===== src/rtl/iir_tm_stream_adapter_if.sv =====
// Stream-side bundle of the IIR time-multiplexed filter adapter: sample in, filter drive/return, result out.
// slave = adapter view, master = environment (source, filter and sink) view.
interface iir_tm_stream_adapter_if #(
    parameter int WIX = 3,
    parameter int WFX = 7,
    parameter int WIO = 8,
    parameter int WFO = 18
);
    logic [WIX+WFX-1:0] S_DATA;
    logic               S_VALID;
    logic               S_READY;
    logic [WIX+WFX-1:0] X;
    logic [WIO+WFO-1:0] Y_IN;
    logic               OVF_IN;
    logic [WIO+WFO-1:0] M_DATA;
    logic               M_VALID;
    logic               M_READY;
    logic               M_OVF;
    logic               BUSY;
    logic               OVF_STICKY;
    logic               OVF_CLR;

    modport slave (
        input  S_DATA, S_VALID, Y_IN, OVF_IN, M_READY, OVF_CLR,
        output S_READY, X, M_DATA, M_VALID, M_OVF, BUSY, OVF_STICKY
    );

    modport master (
        output S_DATA, S_VALID, Y_IN, OVF_IN, M_READY, OVF_CLR,
        input  S_READY, X, M_DATA, M_VALID, M_OVF, BUSY, OVF_STICKY
    );
endinterface


===== src/rtl/iir_tm_stream_adapter.sv =====
// Purpose: holds one sample on X for a time-multiplexed IIR and captures its result; optional IIR_ADAPT_OVF_STICKY_EN.
// Latency: result valid LAT clocks after the accept edge; one sample per LAT+1 clocks sustained.
// Backpressure: a stalled result parks the FSM in HOLD with X frozen; S_READY is low in RUN and HOLD.
module iir_tm_stream_adapter #(
    parameter int NO_SOS = 4,
    parameter int WIX    = 3,
    parameter int WFX    = 7,
    parameter int WIO    = 8,
    parameter int WFO    = 18,
    parameter int LAT    = 4
) (
    input  logic                    CLK,
    input  logic                    RESET,
    iir_tm_stream_adapter_if.slave  bus
);
    localparam int WX = WIX + WFX;
    localparam int WY = WIO + WFO;
    localparam logic [7:0] LAT_LAST = 8'(LAT - 1);

    if (LAT < 1 || LAT > 255 || NO_SOS < 1) begin : g_bad_params
        $error("iir_tm_stream_adapter: LAT must be 1..255 and NO_SOS at least 1");
    end

    typedef enum logic [1:0] {
        IDLE = 2'd0,
        RUN  = 2'd1,
        HOLD = 2'd2
    } state_t;

    state_t          state_q;
    state_t          state_d;
    logic [7:0]      cnt_q;
    logic [WX-1:0]   x_q;
    logic [WY-1:0]   m_data_q;
    logic            m_ovf_q;
    logic            m_valid_q;
    logic            m_valid_d;
    logic            s_ready_q;
    logic            s_ready_d;
    logic            accept;
    logic            last_cnt;
    logic            out_free;
    logic            capture;

    always_comb begin
        accept    = (state_q == IDLE) && s_ready_q && bus.S_VALID;
        last_cnt  = (cnt_q == LAT_LAST);
        out_free  = !m_valid_q || bus.M_READY;
        capture   = 1'b0;
        state_d   = state_q;
        case (state_q)
            IDLE: begin
                if (accept) begin
                    state_d = RUN;
                end
            end
            RUN: begin
                if (last_cnt) begin
                    if (out_free) begin
                        capture = 1'b1;
                        state_d = IDLE;
                    end else begin
                        state_d = HOLD;
                    end
                end
            end
            HOLD: begin
                // Y_IN is still valid here because X has not moved since the accept.
                if (bus.M_READY) begin
                    capture = 1'b1;
                    state_d = IDLE;
                end
            end
            default: state_d = IDLE;
        endcase
        m_valid_d = capture || (m_valid_q && !bus.M_READY);
        // Ready is registered from this cycle's M_READY, so a sample may be accepted
        // while the previous result is still stalled; that is the path into HOLD.
        s_ready_d = (state_d == IDLE) && (!m_valid_d || bus.M_READY);
    end

    always_ff @(posedge CLK or negedge RESET) begin
        if (!RESET) begin
            state_q   <= IDLE;
            cnt_q     <= 8'd0;
            x_q       <= '0;
            m_data_q  <= '0;
            m_ovf_q   <= 1'b0;
            m_valid_q <= 1'b0;
            s_ready_q <= 1'b0;
        end else begin
            state_q   <= state_d;
            m_valid_q <= m_valid_d;
            s_ready_q <= s_ready_d;
            if (accept) begin
                x_q   <= bus.S_DATA;
                cnt_q <= 8'd0;
            end else if (state_q == RUN && !last_cnt) begin
                cnt_q <= cnt_q + 8'd1;
            end
            if (capture) begin
                m_data_q <= bus.Y_IN;
                m_ovf_q  <= bus.OVF_IN;
            end
        end
    end

`ifdef IIR_ADAPT_OVF_STICKY_EN
    logic sticky_q;

    // Set wins over a same-edge clear so an overflow is never lost.
    always_ff @(posedge CLK or negedge RESET) begin
        if (!RESET) begin
            sticky_q <= 1'b0;
        end else if (capture && bus.OVF_IN) begin
            sticky_q <= 1'b1;
        end else if (bus.OVF_CLR) begin
            sticky_q <= 1'b0;
        end
    end

    assign bus.OVF_STICKY = sticky_q;
`else
    logic unused_ovf_clr;
    assign unused_ovf_clr = bus.OVF_CLR;
    assign bus.OVF_STICKY = 1'b0;
`endif

    assign bus.S_READY = s_ready_q;
    assign bus.X       = x_q;
    assign bus.M_DATA  = m_data_q;
    assign bus.M_VALID = m_valid_q;
    assign bus.M_OVF   = m_ovf_q;
    assign bus.BUSY    = (state_q == RUN);
endmodule


===== src/flat_wrapper.sv =====
// flat-port wrapper written by rule: the top's interface ports become plain ports
module iir_tm_stream_adapter_flat 
#(
    parameter int NO_SOS = 4,
    parameter int WIX    = 3,
    parameter int WFX    = 7,
    parameter int WIO    = 8,
    parameter int WFO    = 18,
    parameter int LAT    = 4
)
  (CLK, RESET, bus_S_DATA, bus_S_VALID, bus_Y_IN, bus_OVF_IN, bus_M_READY, bus_OVF_CLR, bus_S_READY, bus_X, bus_M_DATA, bus_M_VALID, bus_M_OVF, bus_BUSY, bus_OVF_STICKY);
  iir_tm_stream_adapter_if #(.WIX(WIX), .WFX(WFX), .WIO(WIO), .WFO(WFO)) bus_i ();
  input  logic CLK;
  input  logic RESET;
  input wire logic [$bits(bus_i.S_DATA)-1:0] bus_S_DATA;
  input wire logic [$bits(bus_i.S_VALID)-1:0] bus_S_VALID;
  input wire logic [$bits(bus_i.Y_IN)-1:0] bus_Y_IN;
  input wire logic [$bits(bus_i.OVF_IN)-1:0] bus_OVF_IN;
  input wire logic [$bits(bus_i.M_READY)-1:0] bus_M_READY;
  input wire logic [$bits(bus_i.OVF_CLR)-1:0] bus_OVF_CLR;
  output wire logic [$bits(bus_i.S_READY)-1:0] bus_S_READY;
  output wire logic [$bits(bus_i.X)-1:0] bus_X;
  output wire logic [$bits(bus_i.M_DATA)-1:0] bus_M_DATA;
  output wire logic [$bits(bus_i.M_VALID)-1:0] bus_M_VALID;
  output wire logic [$bits(bus_i.M_OVF)-1:0] bus_M_OVF;
  output wire logic [$bits(bus_i.BUSY)-1:0] bus_BUSY;
  output wire logic [$bits(bus_i.OVF_STICKY)-1:0] bus_OVF_STICKY;
  assign bus_i.S_DATA = bus_S_DATA;
  assign bus_i.S_VALID = bus_S_VALID;
  assign bus_i.Y_IN = bus_Y_IN;
  assign bus_i.OVF_IN = bus_OVF_IN;
  assign bus_i.M_READY = bus_M_READY;
  assign bus_i.OVF_CLR = bus_OVF_CLR;
  assign bus_S_READY = bus_i.S_READY;
  assign bus_X = bus_i.X;
  assign bus_M_DATA = bus_i.M_DATA;
  assign bus_M_VALID = bus_i.M_VALID;
  assign bus_M_OVF = bus_i.M_OVF;
  assign bus_BUSY = bus_i.BUSY;
  assign bus_OVF_STICKY = bus_i.OVF_STICKY;
  iir_tm_stream_adapter #(.NO_SOS(NO_SOS), .WIX(WIX), .WFX(WFX), .WIO(WIO), .WFO(WFO), .LAT(LAT)) u_core (.CLK(CLK), .RESET(RESET), .bus(bus_i));
endmodule

===== config.mk =====
export PLATFORM = sky130hd
export DESIGN_NAME = iir_tm_stream_adapter_flat
export DESIGN_NICKNAME = d
export VERILOG_FILES = /design/src/rtl/iir_tm_stream_adapter_if.sv /design/src/rtl/iir_tm_stream_adapter.sv /design/src/flat_wrapper.sv
export SDC_FILE = /design/constraint.sdc
export NUM_CORES = 1
export LEC_CHECK = 0
export BUFFER_PORTS_ARGS = -buffer_cell sky130_fd_sc_hd__buf_4
export CAP_MARGIN = 30
export CORE_MARGIN = 8
export CORE_UTILIZATION = 51
export DETAILED_ROUTE_END_ITERATION = 10
export GPL_TIMING_DRIVEN = 1
export MAX_ROUTING_LAYER = met4
export PLACE_DENSITY = 0.92
export SYNTH_ARGS = -nofsm -noshare
export SYNTH_HDL_FRONTEND = slang
export SYNTH_SLANG_ARGS = --single-unit

===== constraint.sdc =====
create_clock -name CLK -period 5.31 [get_ports CLK]
set_input_delay 1.062 -clock CLK [delete_from_list [all_inputs] [get_ports CLK]]
set_output_delay 1.062 -clock CLK [all_outputs]
set_load 0.03 [all_outputs]

==> results of run 1 <==
[final cells by class]
cell class,count,area share
Clock buffer,6,0.0296
Clock inverter,2,0.00494
Inverter,4,0.00539
Multi-Input combinational cell,109,0.282
Sequential cell,49,0.440
Tap cell,50,0.0224
Timing Repair Buffer,80,0.215
[power groups by stage]
stage	Sequential (W)	Combinational, W	Clock [W]
4_1_cts	0.000585	0.000766	0.000230
3_5_place_dp	0.000591	0.000764	0
2_1_floorplan	0.000833	0.000222	0
3_3_place_gp	0.000584	0.000741	0
5_1_grt	0.000602	0.000807	0.000245
6_report	0.000586	0.000755	0.000226
[kinds of logic (layout without fill, tap and decap cells)]
logic type | after synthesis | count (layout)
simple gates | 59 | 59
flops | 49 | 49
mux | 28 | 28
buf+inv | 10 | 92
compound gates | 9 | 9
xor+xnor | 7 | 7
fa+ha+maj | 5 | 5
other cells | 1 | 1
[per-stage QoR]
step / total power (W) / instance area [µm²]
2_1_floorplan: 0.00106 / 2070
3_3_place_gp: 0.00132 / 2690
3_5_place_dp: 0.00136 / 2690
4_1_cts: 0.00158 / 2790
5_1_grt: 0.00165 / 2790
6_report: 0.00157 / 2790
[layout by cell type, fill, tap and decap left out, types with 2 or more instances in the layout]
cell type | Yosys | layout
ha_1 | 5 | 5
buf_4 | 1 | 80
nand2_1 | 38 | 38
and3_1 | 2 | 2
nor2_1 | 8 | 8
or4_4 | 2 | 2
xor2_1 | 7 | 7
inv_1 | 4 | 4
nand3_1 | 4 | 4
dfrtp_1 | 49 | 49
clkbuf_8 | 0 | 6
mux2_2 | 27 | 27
nand4_1 | 2 | 2
[worst min-delay path: stages (launching register included)]
cell and delay [ns]:
dfrtp_1 0.35, nand2_1 0.05, nand2_1 0.06
[registers in the layout, indices dropped and copies added, names as in the netlist]
register and flops:
u_core.bus.S_READY 1, u_core.bus.M_OVF 1, u_core.bus.M_VALID 1, u_core.bus.X 10, u_core.cnt_q 8, u_core.bus.M_DATA 26, u_core.state_q 2
[cells in the mapped netlist]
library cell | n | area share
nor2_1 | 8 | 0.015
nand4_1 | 2 | 0.0060
o41ai_1 | 1 | 0.0042
dfrtp_1 | 49 | 0.59
a311o_1 | 1 | 0.0048
or4_4 | 2 | 0.011
o21a_1 | 1 | 0.0036
buf_4 | 1 | 0.0036
and3_1 | 2 | 0.0060
ha_1 | 5 | 0.030
xor2_1 | 7 | 0.030
inv_1 | 4 | 0.0073
a21oi_4 | 1 | 0.0079
o31ai_1 | 1 | 0.0036
a21oi_1 | 1 | 0.0024
conb_1 | 1 | 0.0018
a221oi_1 | 1 | 0.0042
mux2_2 | 27 | 0.15
buf_6 | 2 | 0.011
nand2b_1 | 1 | 0.0030
nand3_1 | 4 | 0.0097
a22o_1 | 1 | 0.0042
clkbuf_1 | 3 | 0.0054
and3b_1 | 1 | 0.0042
nand2_1 | 38 | 0.069
o311ai_0 | 1 | 0.0042
mux2i_1 | 1 | 0.0048
and4_1 | 1 | 0.0042
[worst paths after layout]
kind,startpoint,endpoint,cells after the start
max in group asynchronous,RESET,u_core.state_q[1],1
hold reg to reg,u_core.bus.X[5],u_core.bus.X[5],2
setup reg to reg,u_core.cnt_q[5],u_core.bus.M_DATA[14],4
min in group asynchronous,RESET,u_core.bus.M_DATA[19],1
hold / removal,u_core.bus.X[5],u_core.bus.X[5],2
setup / recovery,u_core.cnt_q[5],u_core.bus.M_DATA[14],4
[per-layer routing]
metal	global-route usage	share of wire	vias to the layer above
met5	-	0	-
met4	0.0759	0.027	0
met3	0.0529	0.069	10
met2	0.260	0.53	53
met1	0.161	0.37	739
li1	-	-	726
==> flow_summary.yaml, run 1 <==
outcome:
  outcome: "finished, final reports clean"
logic_synthesis:
  yosys_register_bits: 49
  synth_fa_ha_area_frac: 0.0302
  yosysWarnings: 0
  synth-compound-area-share: 0.0393
  ys_types: 28
  muxShareOfSynthArea: 0.152
  synthesis.nets: 215
  synth.avg_cell_area_um2: 12.3
  synth_xor_area_frac: 0.0296
  yosysSeqAreaShare: 0.593
  synth_top_family_by_area: "multiplexers"
  synth_area_um2: 2070
  synthCells: 168
  synth-simple-area-share: 0.128
routing:
  vias: 1528
  ant_nets: 0
  route.detailed.drc: 0
  vias_per_cell: 5.09
  drt_iter0_drc: 68
  totalWireLength_mm: 4.84
  wl_per_cell_um: 16.1
  firstDrtPassIters: 4
floorplan:
  io_pins: 83
  num_rows: 23
  die_h_um: 79.7
  start_util: 0.525
  dieArea_um2: 6350
  die_w_um: 79.7
  coreArea_um2: 3940
global_routing:
  grtUsageTotal: 0.156
  grt_pass1_vias: 1561
  grt_overflow: 0
  grt_pass1_wl_mm: 7.54
  antenna_found_initial: 0
  grt_max_degree: 50
cts:
  cts-root-buf: "clkbuf_8"
  clockBufferDepth: 2
  clock-sinks: 49
  insertion_delay_ns: 0.30
  cts_resized: 0
  cts_tree: "yes"
  cts_made_buffers: 5
  post_cts_buffers: 0
  htreeDepth: 2
  clk_pin_slew_ns: 0.09
  hold_buffers: 0
cells_and_area:
  final_nets: 296
  multi_input_area_um2: 787
  antennaDiodeCount: 0
  final_util: 0.707
  area_delta_synth_final_pct: 34.7
  nFillCells: 263
  drive_above_1_share: 0.472
  instances_no_fill: 300
  seqCellArea_um2: 1230
sta:
  timing.hold.ws_ns: 0.486
  skew_ns: 0.00619
  setup_tns_ns: 0
  hold_viol_final: 0
  period_share: 0.515
  period_needed_ns: 2.74
  finalSetupViolations: 0
  final.setup.worst_slack_ns: 2.57
  max_freq_mhz: 365
  drv_slew: 0
  rsz0062_at_grt: "false"
  tightest_slew_ns: 0.930
  slew_headroom: 0.372
power:
  power_switching_w: 0.000654
  pwr-share-comb: 0.482
  p_int_w: 0.000913
  swShare: 0.417
  ir_drop_uv: 217
  p_leak_nw: 1.47
  power.share.sequential: 0.374
  p_clk_frac: 0.144
  powerDensity_nw_per_um2: 562
setup_path:
  crit_required_ns: 5.49
  cp_max_fo: 27
  cp-end-kind: "flop"
  regToRegSetupSlack_ns: 2.57
  crit_slowest_cell: "a21oi_4"
  crit_chain: "or4_4 > or4_4 > a21oi_4 > mux2_2"
  cp.arrival_ns: 2.92
  start_kind: "flop"
  critical_path_class: "reg -> reg"
  cp_top_family: "simple AND/OR/NAND/NOR gates"
  path_common_cell: "or4_4"
  cp_slowest_stage_delay_ns: 0.70
  worst-path-buf-inv: 0
placement:
  dp_hpwl_mm: 3.69
  place_ws_ns: 2.56
  place_inst: 292
  place_congestion: 0.744
  io_buffer_count: 80
worst_hold_path:
  hold_path.class: "reg -> reg"
job:
  drv_cap: 0
Note: power is estimated with default switching activity, not from simulation.
==> run 2: changes to the inputs <==
--- a/config.mk
+++ b/config.mk
@@ -8,11 +8,11 @@
 export BUFFER_PORTS_ARGS = -buffer_cell sky130_fd_sc_hd__buf_4
 export CAP_MARGIN = 30
 export CORE_MARGIN = 8
-export CORE_UTILIZATION = 51
+export CORE_UTILIZATION = 43
 export DETAILED_ROUTE_END_ITERATION = 10
 export GPL_TIMING_DRIVEN = 1
 export MAX_ROUTING_LAYER = met4
-export PLACE_DENSITY = 0.92
+export PLACE_DENSITY = 0.83
 export SYNTH_ARGS = -nofsm -noshare
 export SYNTH_HDL_FRONTEND = slang
 export SYNTH_SLANG_ARGS = --single-unit
==> constraint.sdc (replaced) <==
create_clock -name CLK -period 2.5 [get_ports CLK]
set_input_delay 0.5 -clock CLK [delete_from_list [all_inputs] [get_ports CLK]]
set_output_delay 0.5 -clock CLK [all_outputs]
set_load 0.03 [all_outputs]
==> run 2 against run 1 <==
Clock skew up 0.0061 ns. Critical endpoint is now u_core.bus.M_DATA[18]. Critical path type unchanged. Combinational power grew 110%. Setup slack lost 2.4 ns. Register-to-register slack worse by 2.4 ns. Highest routed layer unchanged. Largest cell class unchanged.
==> flow_summary.yaml, run 2 (same netlist as run 1, synthesis figures left out) <==
power:
  power_switching_w: 0.00137
  p_clk_frac: 0.138
  p_leak_nw: 1.49
  power.share.sequential: 0.375
  ir_drop_uv: 648
  powerDensity_nw_per_um2: 1170
  p_int_w: 0.00193
  pwr-share-comb: 0.487
  swShare: 0.416
sta:
  final.setup.worst_slack_ns: 0.153
  setup_tns_ns: 0
  rsz0062_at_grt: "false"
  tightest_slew_ns: 0.632
  period_needed_ns: 2.35
  drv_slew: 0
  hold_viol_final: 0
  finalSetupViolations: 0
  skew_ns: 0.0123
  slew_headroom: 0.578
  period_share: 0.939
  max_freq_mhz: 426
routing:
  totalWireLength_mm: 4.67
  wl_per_cell_um: 15.2
  drt_iter0_drc: 41
  route.detailed.drc: 0
  vias_per_cell: 5.00
  firstDrtPassIters: 4
  vias: 1535
  ant_nets: 0
setup_path:
  crit_required_ns: 2.68
  cp-end-kind: "flop"
  cp.arrival_ns: 2.53
  cp-startpoint: "u_core.cnt_q[5]"
  reg2regPathDepth: 5
  critical_path_class: "reg -> reg"
  cp_max_fo: 24
  regToRegSetupSlack_ns: 0.15
  timing.rr.end: "u_core.bus.M_DATA[18]"
  r2r_start: "u_core.cnt_q[5]"
  start_kind: "flop"
cts:
  cts_resized: 0
  clock-sinks: 49
  cts_tree: "yes"
  cts_made_buffers: 5
  post_cts_buffers: 0
  insertion_delay_ns: 0.30
  clk_pin_slew_ns: 0.09
  htreeDepth: 2
  clockBufferDepth: 2
  hold_buffers: 0
  cts-root-buf: "clkbuf_8"
cells_and_area:
  nFillCells: 403
  final_util: 0.601
  instances_no_fill: 307
  final_common_cell: "buf_4"
  antennaDiodeCount: 0
  final_nets: 299
  final_cell_mix: "buf_4 (82), dfrtp_1 (49), nand2_1 (38)"
  largest_register_ffs: 26
  drive_above_1_share: 0.474
  area_delta_synth_final_pct: 36.2
placement:
  place_inst: 299
  io_buffer_count: 80
  dp_hpwl_mm: 3.58
  place_congestion: 0.824
  place_ws_ns: 0.152
global_routing:
  grt_pass1_wl_mm: 7.33
  grt_max_degree: 50
  grt_overflow: 0
  grtUsageTotal: 0.128
  grt_pass1_vias: 1559
  antenna_found_initial: 0
floorplan:
  die_h_um: 85.4
  die_w_um: 85.4
  num_rows: 25
  coreArea_um2: 4690
  io_pins: 83
  start_util: 0.441
  dieArea_um2: 7290
worst_hold_path:
  hold_path.class: "in -> async"
job:
  drv_cap: 0
outcome:
  outcome: "finished, final reports clean"
[run 2: cell type report]
cell class	count	area (µm²)	area share
flip-flops and latches	49	1230	0.435
repair buffers	83	636	0.226
inverters	4	15.0	0.00533
clock inverters	2	13.8	0.00488
clock buffers	6	72.6	0.0258
well taps	54	67.6	0.0240
multi-input cells	109	787	0.279
[run 2: power by group through the flow]
stage               logic, W  registers, W  clock network (W)
floorplan           0.000472       0.00177                  0
global placement     0.00160       0.00124                  0
detailed placement   0.00163       0.00126                  0
CTS                  0.00164       0.00124           0.000478
global route         0.00172       0.00128           0.000505
finish               0.00161       0.00124           0.000455
[run 2: worst max-delay path, cell delays in order (launching register included)]
cell and delay, ns:
dfrtp_1 0.43, or4_4 0.54, or4_4 0.54, a21oi_4 0.18, buf_12 0.19, mux2_2 0.35
[run 2: layer usage]
metal | wire (µm) | global-route usage | up-vias
met3 | 362 | 0.0521 | 7
met5 | 0 | - | -
met2 | 2310 | 0.217 | 55
met1 | 1960 | 0.134 | 738
met4 | 33 | 0.0366 | 0
li1 | - | - | 735
[run 2: worst max-delay path by stage]
stage | endpoint | slack, ns | depth (start not counted)
3_5_place_dp | u_core.bus.M_DATA[6] | 0.15 | 5
6_report | u_core.bus.M_DATA[18] | 0.15 | 5
5_1_grt | u_core.bus.M_DATA[20] | 0.09 | 5
2_1_floorplan | u_core.bus.M_DATA[0] | 0.17 | 5
4_1_cts | u_core.bus.M_DATA[6] | 0.14 | 5
3_3_place_gp | u_core.bus.M_DATA[6] | 0.17 | 5
[run 2: metrics by stage]
stage                     power, W  hold WS (ns)  cell area [µm²]
after floorplan            0.00224         0.204             2070
after global placement     0.00284         0.460             2730
after detailed placement   0.00289         0.468             2730
after CTS                  0.00336         0.231             2820
after global routing       0.00350         0.259             2820
final                      0.00331         0.211             2820
==> run 3: changes to the inputs <==
--- a/config.mk
+++ b/config.mk
@@ -8,11 +8,12 @@
 export BUFFER_PORTS_ARGS = -buffer_cell sky130_fd_sc_hd__buf_4
 export CAP_MARGIN = 30
 export CORE_MARGIN = 8
-export CORE_UTILIZATION = 43
+export CORE_UTILIZATION = 42
 export DETAILED_ROUTE_END_ITERATION = 10
+export GPL_ROUTABILITY_DRIVEN = 0
 export GPL_TIMING_DRIVEN = 1
 export MAX_ROUTING_LAYER = met4
-export PLACE_DENSITY = 0.83
+export PLACE_DENSITY_LB_ADDON = 0.15
 export SYNTH_ARGS = -nofsm -noshare
 export SYNTH_HDL_FRONTEND = slang
 export SYNTH_SLANG_ARGS = --single-unit
==> run 3 against run 2 <==
Fmax decreased by 1.1%. Sequential power barely moved. Setup slack got worse by 0.027 ns. Highest routed layer unchanged. Final cell count grew 4.2%. Design area rose by 1.5%.
==> flow_summary.yaml, run 3 (same netlist as run 1, synthesis figures left out) <==
outcome:
  outcome: "finished, final reports clean"
floorplan:
  num_rows: 25
  coreArea_um2: 4720
  dieArea_um2: 7430
  die_w_um: 86.2
  start_util: 0.438
  io_pins: 83
  die_h_um: 86.2
setup_path:
  regToRegSetupSlack_ns: 0.13
  cp_max_fo: 27
  crit_slowest_cell: "or4_4"
  cp.arrival_ns: 2.56
  cp.depth: 5
  crit_required_ns: 2.68
  r2r_start: "u_core.cnt_q[5]"
  critical_path_class: "reg -> reg"
  crit_path_end: "u_core.bus.M_DATA[11]"
  cp-startpoint: "u_core.cnt_q[5]"
  start_kind: "flop"
  cp_slowest_stage_delay_ns: 0.54
  crit_chain: "or4_4 > or4_4 > a21oi_4 > buf_12 > mux2_2"
  worst-path-buf-inv: 1
  path_common_cell: "or4_4"
  reg2regPathDepth: 5
  cp_top_family: "simple AND/OR/NAND/NOR gates"
  timing.rr.end: "u_core.bus.M_DATA[11]"
  cp-end-kind: "flop"
cts:
  post_cts_buffers: 0
  insertion_delay_ns: 0.29
  hold_buffers: 0
  clockBufferDepth: 2
  clk_pin_slew_ns: 0.08
  cts_tree: "yes"
  cts_made_buffers: 5
  cts-root-buf: "clkbuf_8"
  htreeDepth: 2
  cts_resized: 0
  clock-sinks: 49
routing:
  routed-wl-met2_mm: 2.20
  drt_iter0_drc: 103
  vias: 1505
  wl_per_cell_um: 14.8
  wl_met1_mm: 2.12
  totalWireLength_mm: 4.74
  top_layer: "met4"
  ant_nets: 0
  route.detailed.drc: 0
  vias_per_cell: 4.70
  firstDrtPassIters: 3
  wl_met3_um: 327
sta:
  slew_headroom: 0.554
  hold_viol_final: 0
  finalSetupViolations: 0
  tightest_slew_ns: 0.668
  max_freq_mhz: 421
  period_needed_ns: 2.37
  rsz0062_at_grt: "false"
  drv_slew: 0
  skew_ns: 0.00314
  period_share: 0.950
  setup_tns_ns: 0
global_routing:
  grt_pass1_wl_mm: 7.69
  grtUsageTotal: 0.135
  grt_overflow: 0
  grt_max_degree: 50
  antenna_found_initial: 0
  grt_pass1_vias: 1507
cells_and_area:
  final_nets: 300
  final_cell_mix: "buf_4 (83), dfrtp_1 (49), nand2_1 (38)"
  antennaDiodeCount: 0
  nFillCells: 400
  fin_area_um2: 2860
  final_common_cell: "buf_4"
  area_delta_synth_final_pct: 38.1
  largest_register_ffs: 26
  drive_above_1_share: 0.478
job:
  drv_cap: 0
placement:
  dp_hpwl_mm: 3.50
  io_buffer_count: 80
  place_area_um2: 2760
power:
  power_w: 0.00340
  ir_drop_uv: 561
  powerDensity_nw_per_um2: 1190
  p_leak_nw: 1.50
worst_hold_path:
  hold_path.class: "in -> async"
run 3: cell type report:
class,count,area (µm²),share of cell area
Clock buffer,5,68.8,0.0241
Tap cell,67,83.8,0.0293
Timing Repair Buffer,84,643,0.225
Clock inverter,2,35.0,0.0123
Inverter,4,15.0,0.00525
Multi-Input combinational cell,109,787,0.275
Sequential cell,49,1230,0.429
run 3: power by group:
group | total (W) | internal, W | switching (W)
Sequential | 0.00124 | 0.00108 | 0.000159
Clock | 0.000538 | 0.000291 | 0.000247
Combinational | 0.00163 | 0.000666 | 0.000962
run 3: how the worst min path moves through the flow:
stage,slack (ns),depth (start not counted),start,to
after floorplan,0.20,0,RESET,u_core.bus.M_DATA[0]
after global placement,0.46,2,u_core.bus.X[3],u_core.bus.X[3]
after detailed placement,0.47,2,u_core.bus.X[6],u_core.bus.X[6]
after CTS,0.23,1,RESET,u_core.bus.M_DATA[7]
after global routing,0.27,1,RESET,u_core.bus.M_DATA[25]
final,0.21,1,RESET,u_core.bus.M_DATA[7]
run 3: per-stage QoR:
step                       util  hold slack, ns  cells  setup slack [ns]
after floorplan               -           0.204    168             0.166
after global routing      0.605           0.267    320            0.0662
after global placement    0.583           0.461    313             0.153
after CTS                 0.605           0.234    320             0.124
after detailed placement  0.583           0.465    313             0.141
final                     0.605           0.212    320             0.126
run 3: worst reg2reg max path, cell delays in order (launching register included):
cell and delay, ns:
dfrtp_1 0.43, or4_4 0.54, or4_4 0.54, a21oi_4 0.18
buf_12 0.20, mux2_2 0.37
run 3: routing by layer:
metal  track usage  vias up
met4        0.0501        0
met2         0.198       47
met5             -        -
met1         0.169      722
li1              -      730
met3        0.0473        6
